**src/rtl/clave_verificador.sv**
```systemverilog
// Purpose : keypad PIN checker; assembles DIGITS key codes, compares with CODE, pulses grant/deny, locks out after repeated failures.
// Latency : final digit accepted at edge N -> compare at N -> acceso/denegado/bloqueado visible after edge N+1.
// Backpress: none; keypresses arriving during compare/grant/deny/lockout are dropped, not queued.
// Ports   : clk, reset (async, active-high); tecla[2:0] key code (0 = cancel), tecla_valida decoder done level;
//           acceso/denegado one-cycle pulses, bloqueado lockout level, digitos buffered count, intentos failure count.
module clave_verificador #(
    parameter int                  DIGITS         = 4,
    parameter logic [3*DIGITS-1:0] CODE           = 12'o1234,
    parameter int                  MAX_INTENTOS   = 3,
    parameter int                  TIMEOUT_CYCLES = 50_000_000,
    parameter int                  LOCK_CYCLES    = 500_000_000
) (
    input  logic       clk,
    input  logic       reset,
    input  logic [2:0] tecla,
    input  logic       tecla_valida,
    output logic       acceso,
    output logic       denegado,
    output logic       bloqueado,
    output logic [2:0] digitos,
    output logic [1:0] intentos
);
    localparam int BW = 3 * DIGITS;
    localparam int TW = (TIMEOUT_CYCLES > 1) ? $clog2(TIMEOUT_CYCLES) : 1;
    localparam int LW = (LOCK_CYCLES > 1) ? $clog2(LOCK_CYCLES) : 1;
    localparam logic [TW-1:0] TIMEOUT_LAST  = TW'(TIMEOUT_CYCLES - 1);
    localparam logic [LW-1:0] LOCK_LOAD     = LW'(LOCK_CYCLES - 1);
    localparam logic [2:0]    DIGITS_L      = 3'(DIGITS);
    localparam logic [1:0]    INTENTOS_LAST = 2'(MAX_INTENTOS - 1);

    typedef enum logic [2:0] {
        S_IDLE,
        S_ENTRADA,
        S_CHECK,
        S_GRANT,
        S_DENY,
        S_LOCKED
    } state_t;

    state_t          state_q, state_d;
    logic [BW-1:0]   buf_q, buf_d;
    logic [2:0]      digitos_q, digitos_d;
    logic [1:0]      intentos_q, intentos_d;
    logic [TW-1:0]   tmo_q, tmo_d;
    logic [LW-1:0]   lock_q, lock_d;
    logic            prev_q, prev_d;

    logic            pulso;
    logic            es_digito;

    // The decoder holds done high for several cycles; only the rising edge is a keypress.
    assign pulso     = tecla_valida & ~prev_q;
    assign es_digito = (tecla != 3'd0);

    always_ff @(posedge clk or posedge reset) begin
        if (reset) begin
            state_q    <= S_IDLE;
            buf_q      <= '0;
            digitos_q  <= '0;
            intentos_q <= '0;
            tmo_q      <= '0;
            lock_q     <= '0;
            prev_q     <= 1'b0;
        end else begin
            state_q    <= state_d;
            buf_q      <= buf_d;
            digitos_q  <= digitos_d;
            intentos_q <= intentos_d;
            tmo_q      <= tmo_d;
            lock_q     <= lock_d;
            prev_q     <= prev_d;
        end
    end

    always_comb begin
        state_d    = state_q;
        buf_d      = buf_q;
        digitos_d  = digitos_q;
        intentos_d = intentos_q;
        tmo_d      = tmo_q;
        lock_d     = lock_q;
        prev_d     = tecla_valida;

        case (state_q)
            S_IDLE: begin
                if (pulso && es_digito) begin
                    buf_d     = BW'(tecla);
                    digitos_d = 3'd1;
                    tmo_d     = '0;
                    state_d   = (DIGITS == 1) ? S_CHECK : S_ENTRADA;
                end
            end

            S_ENTRADA: begin
                // A keypress on the expiry edge takes priority over the timeout.
                if (pulso) begin
                    if (es_digito) begin
                        buf_d     = (buf_q << 3) | BW'(tecla);
                        digitos_d = digitos_q + 3'd1;
                        tmo_d     = '0;
                        if (digitos_q + 3'd1 == DIGITS_L) begin
                            state_d = S_CHECK;
                        end
                    end else begin
                        buf_d     = '0;
                        digitos_d = '0;
                        tmo_d     = '0;
                        state_d   = S_IDLE;
                    end
                end else if (tmo_q == TIMEOUT_LAST) begin
                    buf_d     = '0;
                    digitos_d = '0;
                    tmo_d     = '0;
                    state_d   = S_IDLE;
                end else begin
                    tmo_d = tmo_q + TW'(1);
                end
            end

            S_CHECK: begin
                buf_d     = '0;
                digitos_d = '0;
                if (buf_q == CODE) begin
                    intentos_d = '0;
                    state_d    = S_GRANT;
                end else if (intentos_q == INTENTOS_LAST) begin
                    // Loaded with LOCK_CYCLES-1 and exits after reaching zero, so
                    // bloqueado is high for exactly LOCK_CYCLES cycles.
                    lock_d  = LOCK_LOAD;
                    state_d = S_LOCKED;
                end else begin
                    intentos_d = intentos_q + 2'd1;
                    state_d    = S_DENY;
                end
            end

            S_GRANT: state_d = S_IDLE;
            S_DENY:  state_d = S_IDLE;

            S_LOCKED: begin
                if (lock_q == '0) begin
                    intentos_d = '0;
                    state_d    = S_IDLE;
                end else begin
                    lock_d = lock_q - LW'(1);
                end
            end

            default: state_d = S_IDLE;
        endcase
    end

    // Status outputs come straight from the state register; no input paths.
    assign acceso    = (state_q == S_GRANT);
    assign denegado  = (state_q == S_DENY);
    assign bloqueado = (state_q == S_LOCKED);
    assign digitos   = digitos_q;
    assign intentos  = intentos_q;

endmodule

```
**config.mk**
```make
export PLATFORM = sky130hd
export DESIGN_NAME = clave_verificador
export DESIGN_NICKNAME = d
export VERILOG_FILES = /design/src/rtl/clave_verificador.sv
export SDC_FILE = /design/constraint.sdc
export NUM_CORES = 1
export LEC_CHECK = 0
export BUFFER_PORTS_ARGS = -buffer_cell sky130_fd_sc_hd__buf_2
export CORE_ASPECT_RATIO = 0.5
export CORE_MARGIN = 5
export CORE_UTILIZATION = 56
export DETAILED_ROUTE_END_ITERATION = 16
export GPL_ROUTABILITY_DRIVEN = 0
export PLACE_DENSITY = 0.75
export SYNTH_ARGS = -nofsm -noshare
export SYNTH_HDL_FRONTEND = slang
export SYNTH_SLANG_ARGS = --single-unit
```
**constraint.sdc**
```tcl
create_clock -name clk -period 2.7 [get_ports clk]
set_input_delay 0.27 -clock clk [delete_from_list [all_inputs] [get_ports clk]]
set_output_delay 0.27 -clock clk [all_outputs]
set_load 0.01 [all_outputs]
```
==> results.ini, run 1 <==
[yosys]
syn-num-nets=440
synth_area_um2=4040
synth_top_family_by_area=simple AND/OR/NAND/NOR gates
synth.distinct_cells=59
synth-compound-area-share_pct=22.0
synth_xor_area_share_pct=1.73
synth.largest_area_cell=dfrtp_1
synth-seq-cells=76
yosys.area_share.simple_pct=23.6
synth_top_flop_cell=dfrtp_1
async_flop_share_pct=100
synth_area_leaders=dfrtp_1, nand3_1, nand2_1
ys_seq_area_share_pct=47.0
synthCells=428
ys_warn_count=0
post_synth.cell_area_avg_um2=9.45
synthMuxAreaShare_pct=0.495
synth_edf_count=0
synthAdderAreaFrac_pct=1.86
synthTopCellsByCount=dfrtp_1, nand2_1, nand3_1, nor2_1, a21oi_1
post-synth-top-count-cell=dfrtp_1
yosysTopAreaCellShare_pct=47.0

[worst_setup_path]
cpMaxStageDelayCell=or4_4
required_ns=2.92
cp_data_arrival_time_ns=2.76
worst_setup_path_end_kind=flip-flop
critical_path_class=flip-flop to flip-flop
cp_cell_sequence=or4_4, or4_4, or4_4, a211o_1
crit_fanout=7
cp_common_cell=or4_4
critPathBufInv=0
cp_slowest_stage_delay_ns=0.60
crit_family=simple AND/OR/NAND/NOR gates
worstSetupStartpointType=flip-flop

[floorplanning]
dieHeight_um=70.1
start_util_pct=58.9
dieArea_um2=9120
top_level_ports=14
core.rowCount=21
core_um2=6860
dieWidth_um=130

[detailed_routing]
drt-initial-drc-count=259
met3_length_um=411
antenna_left=0
remaining_drc_errors=0
avgViaCountPerCell=6.49
firstDrtPassIters=5
top_layer=met4
wl_met2_um=4660
wl_um=9390
vias=3543
post_drt_wl_per_cell_um=17.2
wl_met1_um=4210

[cells_and_area]
insertedDiodeCount=0
area_growth_syn_to_layout_pct=13.5
finalNetCount=462
drive_above_1_share_pct=13.0
layoutNonFillerInstCount=546
fill_cells=537

[global_route]
grt_usage_pct=22.0
grt_max_degree=77
gr-total-overflow=0
grt_pass1_wl_um=16200
grt_pass1_vias=3506
antenna_found_initial=0

[power]
power_per_cell_area_nw_per_um2=678
max-vdd-ir-drop_mv=0.515
power.total_w=0.00311
p_leak_nw=2.11

[sta]
whs_ns=0.00838
finClkSkew_ns=0.00514
fmax_ghz=0.394
tightest_slew_ns=1.16
rsz0062_at_grt=false
setup_viol=0
relSlewSlack_pct=22.2
drv_slew=0
min_period_over_period_pct=94.1
fin_ws_ns=0.159
fin_crit_ns=2.54
finalSetupTns_ns=0
finalHoldViolCount=0

[clocking]
clockBufferDepth=2
clk_latency_ns=0.34
clk_pin_slew_ns=0.06
cts_tree=yes
clock_tree.root_cell=clkbuf_16
htreeDepth=3
clock_sinks=76
cts_buffers=9
holdBufCountCts=0

[min_path]
hp-class=primary input to asynchronous set/reset pin

[placed_design]
post-dp-hpwl_um=6430
preCtsSetupSlack_ns=0.0430
dp_cells=529
portBuffers=13

[status]
status=finished clean

[job]
cap_violations=0

-- metrics by stage --
step	instance area (µm²)	utilization [%]
after detailed placement	4270	62.2
after CTS	4560	66.4
after floorplan	4040	-
after global routing	4590	66.9
after global placement	4270	62.2
final	4590	66.9
-- metal layers --
metal,vias up,track usage [%]
li1,1699,-
met1,1748,28.1
met2,88,36.2
met3,8,6.02
met4,0,7.72
met5,-,0
-- logic make-up (layout without fill, tap and decap cells) --
logic type,count (synthesis),count (layout)
adders and majority gates,6,6
AOI/OAI and AO/OA,129,129
muxes,2,2
and+or+nand+nor,176,176
buffers and inverters,31,57
xor gates and xnor gates,8,8
DFF,76,76
-- repair_timing --
| item | 4_1_cts | 5_1_grt |
|---|---|---|
| endpoints found under the hold margin | 0 | 0 |
| setup buffers | 0 | 2 |
| endpoints found under the setup margin | 0 | 9 |
| resized for setup | 0 | 3 |
-- report_power, final --
part           switching (W)  internal (W)  total [W]
sequential         0.0000941       0.00123    0.00133
clock               0.000446      0.000716    0.00116
combinational       0.000395      0.000226   0.000621
total               0.000935       0.00218    0.00311
-- tightest hold or removal path, stage by stage --
cell and delay, ns:
buf_2 0.10, inv_2 0.06, buf_12 0.32
-- area by class of cell --
cell class	count	area, µm²	area share, %
clock buffers	14	284	6.19
clock inverters	1	5.00	0.109
inverters	11	41.3	0.900
multi-input cells	321	2030	44.2
flip-flops and latches	76	1900	41.5
well taps	92	115	2.51
repair buffers	31	213	4.64
-- final timing paths --
check | startpoint | endpoint | slack [ns] | cells after the start
min reg2reg | lock_q[17] | lock_q[17] | 0.48 | 1
min | reset | digitos[2] | 0.008 | 3
min in group clk | tecla_valida | prev_q | 0.06 | 1
max reg2reg | lock_q[11] | lock_q[28] | 0.16 | 4
max in group asynchronous | reset | lock_q[24] | 2.36 | 3
max | lock_q[11] | lock_q[28] | 0.16 | 4
-- state kept, by name, indices dropped and copies added, names as in the netlist --
register  count
buf_q        12
digitos       3
intentos      2
lock_q       29
prev_q        1
state_q       3
tmo_q        26
-- placed cells by master, fill, tap and decap left out, types with 15 or more instances in the layout --
cell type  count
a31oi_1       18
nand3_1       32
o21ai_0       22
buf_4         17
dfrtp_1       76
a21oi_1       23
nor3_1        15
o31ai_1       16
nand2_1       33
or4_1         15
nor2_1        27
Power figures use the tool's default switching activity.
==> run 2: changes to the inputs <==
Settings changed: CORE_ASPECT_RATIO 0.5 to 1.75.
==> results.ini, run 2 (same netlist as run 1, synthesis figures left out) <==
[cells_and_area]
top_register=lock_q
final_cell_mix=dfrtp_1, nand2_1, nand3_1
largest_register_ff_count=29
final_common_cell=dfrtp_1
finalNetCount=465
drive_above_1_share_pct=13.3
top_regs=lock_q (29), tmo_q (26), buf_q (12)
fin_util_pct=64.6
insertedDiodeCount=0
layoutNonFillerInstCount=544
area_growth_syn_to_layout_pct=13.9
fill_cells=586

[detailed_routing]
drt-initial-drc-count=223
wl_um=9490
antenna_left=0
firstDrtPassIters=4
remaining_drc_errors=0
avgViaCountPerCell=6.50
post_drt_wl_per_cell_um=17.4
vias=3538

[global_route]
grt_usage_pct=22.9
grt_max_degree=77
grt_pass1_wl_um=16000
antenna_found_initial=0
grt_pass1_vias=3401
gr-total-overflow=0

[floorplanning]
dieHeight_um=122
dieWidth_um=74.2
start_util_pct=56.7
core.rowCount=41
dieArea_um2=9080
core_um2=7130
top_level_ports=14

[placed_design]
portBuffers=13
dp_cells=526
preCtsSetupSlack_ns=0.0965
post-dp-hpwl_um=6560

[power]
power_per_cell_area_nw_per_um2=679
p_int_w=0.00220
seqPwrFrac_pct=42.4
max-vdd-ir-drop_mv=0.457
swShare_pct=29.7
pwr-share-clk_pct=38.4
comb_power_share_pct=19.2
p_leak_nw=2.13
p_switching_w=0.000927

[worst_setup_path]
reg2reg_from=lock_q[11]
ff2ff_path_depth=4
cp_data_arrival_time_ns=2.82
rr_endpoint=lock_q[28]
ff2ff_setup_slack_ns=0.11
required_ns=2.93
critical_path_class=flip-flop to flip-flop
crit_fanout=7
worst_setup_path_end_kind=flip-flop
worstSetupStartpointType=flip-flop

[sta]
tightest_slew_ns=1.19
finClkSkew_ns=0.00623
fin_crit_ns=2.59
drv_slew=0
min_period_over_period_pct=96.1
fin_ws_ns=0.105
setup_viol=0
finalHoldViolCount=0
fmax_ghz=0.385
finalSetupTns_ns=0
whs_ns=0.0548
rsz0062_at_grt=false
relSlewSlack_pct=20.2

[min_path]
min_from=tecla_valida
hold_end=prev_q
hold_depth=1
hp-class=primary input to flip-flop

[status]
status=finished clean

[clocking]
clock_tree.root_cell=clkbuf_16
cts_buffers=9
cts_tree=yes
htreeDepth=3
clk_latency_ns=0.34
clockBufferDepth=2
clk_pin_slew_ns=0.06
clock_sinks=76

[job]
cap_violations=0

run 2: critical path, stage by stage (launching register included):
cell	delay [ns]
dfrtp_1	0.39
or4_1	0.64
or4_4	0.62
or4_4	0.54
a211o_1	0.30
run 2: final cells by class:
cell class	count	area [µm²]	area share [%]
multi-input combinational	321	2020	43.8
timing repair buffer	34	235	5.11
inverter	11	41.3	0.897
sequential	76	1900	41.3
tap	86	108	2.34
clock buffer	16	302	6.55
run 2: worst max-delay path by stage:
| stage | to | from | slack [ns] | depth (start not counted) |
|---|---|---|---|---|
| 2_1_floorplan | lock_q[28] | lock_q[11] | 0.13 | 6 |
| 3_3_place_gp | lock_q[28] | lock_q[11] | 0.18 | 4 |
| 3_5_place_dp | lock_q[15] | lock_q[10] | 0.1 | 6 |
| 4_1_cts | lock_q[15] | lock_q[10] | 0.09 | 6 |
| 5_1_grt | lock_q[20] | lock_q[11] | 0.007 | 6 |
| 6_report | lock_q[28] | lock_q[11] | 0.11 | 4 |
run 2: what timing repair did:
item	CTS	global route
resized for setup	0	1
hold endpoints to repair	0	0
setup endpoints to repair	0	6
hold buffers	0	0
buffers inserted	0	2
run 2: routing by layer:
layer	track usage [%]	vias up	share of wire (%)
met4	11.5	0	2.9
met5	0	-	0
met3	3.61	19	2.6
met1	27.3	1751	41
met2	39.1	66	54
li1	-	1702	-
run 2: through the flow:
stage	power, W	instance area [µm²]
finish	0.00313	4600
floorplan	0.00174	4040
global route	0.00329	4600
global placement	0.00193	4280
detailed placement	0.00195	4280
CTS	0.00315	4580
run 2: power groups by stage:
| stage | Combinational [W] | Clock, W | Sequential (W) |
|---|---|---|---|
| 2_1_floorplan | 0.000407 | 0 | 0.00134 |
| 3_3_place_gp | 0.000583 | 0 | 0.00134 |
| 3_5_place_dp | 0.000602 | 0 | 0.00135 |
| 4_1_cts | 0.000604 | 0.00122 | 0.00133 |
| 5_1_grt | 0.000671 | 0.00128 | 0.00134 |
| 6_report | 0.000599 | 0.00120 | 0.00133 |
==> run 3: changes to the inputs <==
Settings changed: CORE_UTILIZATION 56 to 60, CTS_BUF_LIST from default to sky130_fd_sc_hd__clkbuf_16, PLACE_DENSITY 0.75 to 0.76.
Clock period 2.7 ns to 3.2 ns, I/O delays scaled along.
==> results.ini, run 3 (same netlist as run 1, synthesis figures left out) <==
[status]
status=finished clean

[cells_and_area]
final_area_um2=4500
layoutNonFillerInstCount=531
top_register=lock_q
top_regs=lock_q (29), tmo_q (26), buf_q (12)
area_growth_syn_to_layout_pct=11.2
fill_cells=522
insertedDiodeCount=0
final_cell_mix=dfrtp_1, nand2_1, nand3_1
drive_above_1_share_pct=11.1
fin_util_pct=68.8
finalNetCount=456
largest_register_ff_count=29
final_common_cell=dfrtp_1

[worst_setup_path]
cpMaxStageDelayCell=or4_1
worst_setup_path_end_kind=flip-flop
ff2ff_setup_slack_ns=0.43
ff2ff_path_depth=6
crit_fanout=11
cp_cell_sequence=or4_1, or4_4, o31ai_4, buf_4, o311ai_0, o31ai_1
cp_slowest_stage_delay_ns=0.64
reg2reg_from=lock_q[11]
required_ns=3.44
worstSetupStartpointType=flip-flop
critical_path_class=flip-flop to flip-flop
rr_endpoint=lock_q[17]
cp_data_arrival_time_ns=3.01

[min_path]
min_from=tecla_valida
hp-class=primary input to flip-flop
hold_depth=1
hold_end=prev_q

[sta]
min_period_over_period_pct=86.4
rsz0062_at_grt=false
relSlewSlack_pct=43.5
fmax_ghz=0.362
tightest_slew_ns=0.843
drv_slew=0
fin_ws_ns=0.434
finalHoldViolCount=0
finalSetupTns_ns=0
setup_viol=0
finClkSkew_ns=0.00673
fin_crit_ns=2.77

[power]
power_per_cell_area_nw_per_um2=576
p_leak_nw=2.08
max-vdd-ir-drop_mv=0.405

[placed_design]
preCtsSetupSlack_ns=0.515
portBuffers=13
dp_cells=515
placed_cell_area_um2=4210
post-dp-hpwl_um=6960

[clocking]
clock_tree.root_cell=clkbuf_16
clockBufferDepth=2
cts_buffers=9
clk_latency_ns=0.33
cts_setup_buffers=0
cts_resized=0
clk_pin_slew_ns=0.06
cts_tree=yes
htreeDepth=3
holdBufCountCts=0
clock_sinks=76

[global_route]
grt_pass1_wl_um=16300
grt_usage_pct=24.1
grt_pass1_vias=3430
grt_max_degree=37
antenna_found_initial=0
gr-total-overflow=0

[floorplanning]
core_um2=6540
dieArea_um2=8540
dieHeight_um=119
core.rowCount=39
start_util_pct=61.8
top_level_ports=14
dieWidth_um=72.1

[detailed_routing]
remaining_drc_errors=0
wl_um=9700
avgViaCountPerCell=6.65
antenna_left=0
drt-initial-drc-count=318
vias=3531
firstDrtPassIters=5
post_drt_wl_per_cell_um=18.3

[job]
cap_violations=0

-- run 3: how the worst max path moves through the flow --
stage,startpoint,slack (ns),cells past startpoint,endpoint
after floorplan,lock_q[11],0.63,6,lock_q[28]
after global placement,lock_q[11],0.56,6,lock_q[11]
after detailed placement,lock_q[11],0.52,6,lock_q[17]
after CTS,lock_q[11],0.48,6,lock_q[11]
after global routing,lock_q[11],0.33,6,lock_q[17]
final,lock_q[11],0.43,6,lock_q[17]
-- run 3: worst max-delay path, delay by kind of cell, from the launching register on --
kind / cells / cell delay, ns
AO/OA/AOI/OAI: 3 / 0.78
buffers and inverters: 1 / 0.24
flip-flops: 1 / 0.39
AND/OR/NAND/NOR: 2 / 1.26
-- run 3: power by group --
| group | total, W | internal, W | switching (W) | leakage, nW |
|---|---|---|---|---|
| clock network | 0.000969 | 0.000593 | 0.000376 | 0.149 |
| registers | 0.00114 | 0.00104 | 0.0000987 | 1.04 |
| logic | 0.000480 | 0.000170 | 0.000310 | 0.894 |
| total | 0.00259 | 0.00180 | 0.000784 | 2.08 |
-- run 3: area by class of cell --
type | count | area, µm² | share of cell area, %
multi-input cells | 321 | 2010 | 44.7
flip-flops and latches | 76 | 1900 | 42.3
clock buffers | 9 | 225 | 5.01
repair buffers | 25 | 155 | 3.45
well taps | 82 | 103 | 2.28
clock inverters | 7 | 60.1 | 1.34
inverters | 11 | 41.3 | 0.918
-- run 3: layer usage --
metal	track usage [%]	share of wire [%]
met2	41.0	54
met4	13.2	4.1
met5	0	0
met3	3.82	3.8
met1	28.4	38
-- run 3: through the flow --
stage,total power (W),hold slack [ns]
global route,0.00272,0.114
finish,0.00259,0.113
global placement,0.00161,0.447
detailed placement,0.00163,0.449
floorplan,0.00147,0.351
CTS,0.00260,0.105
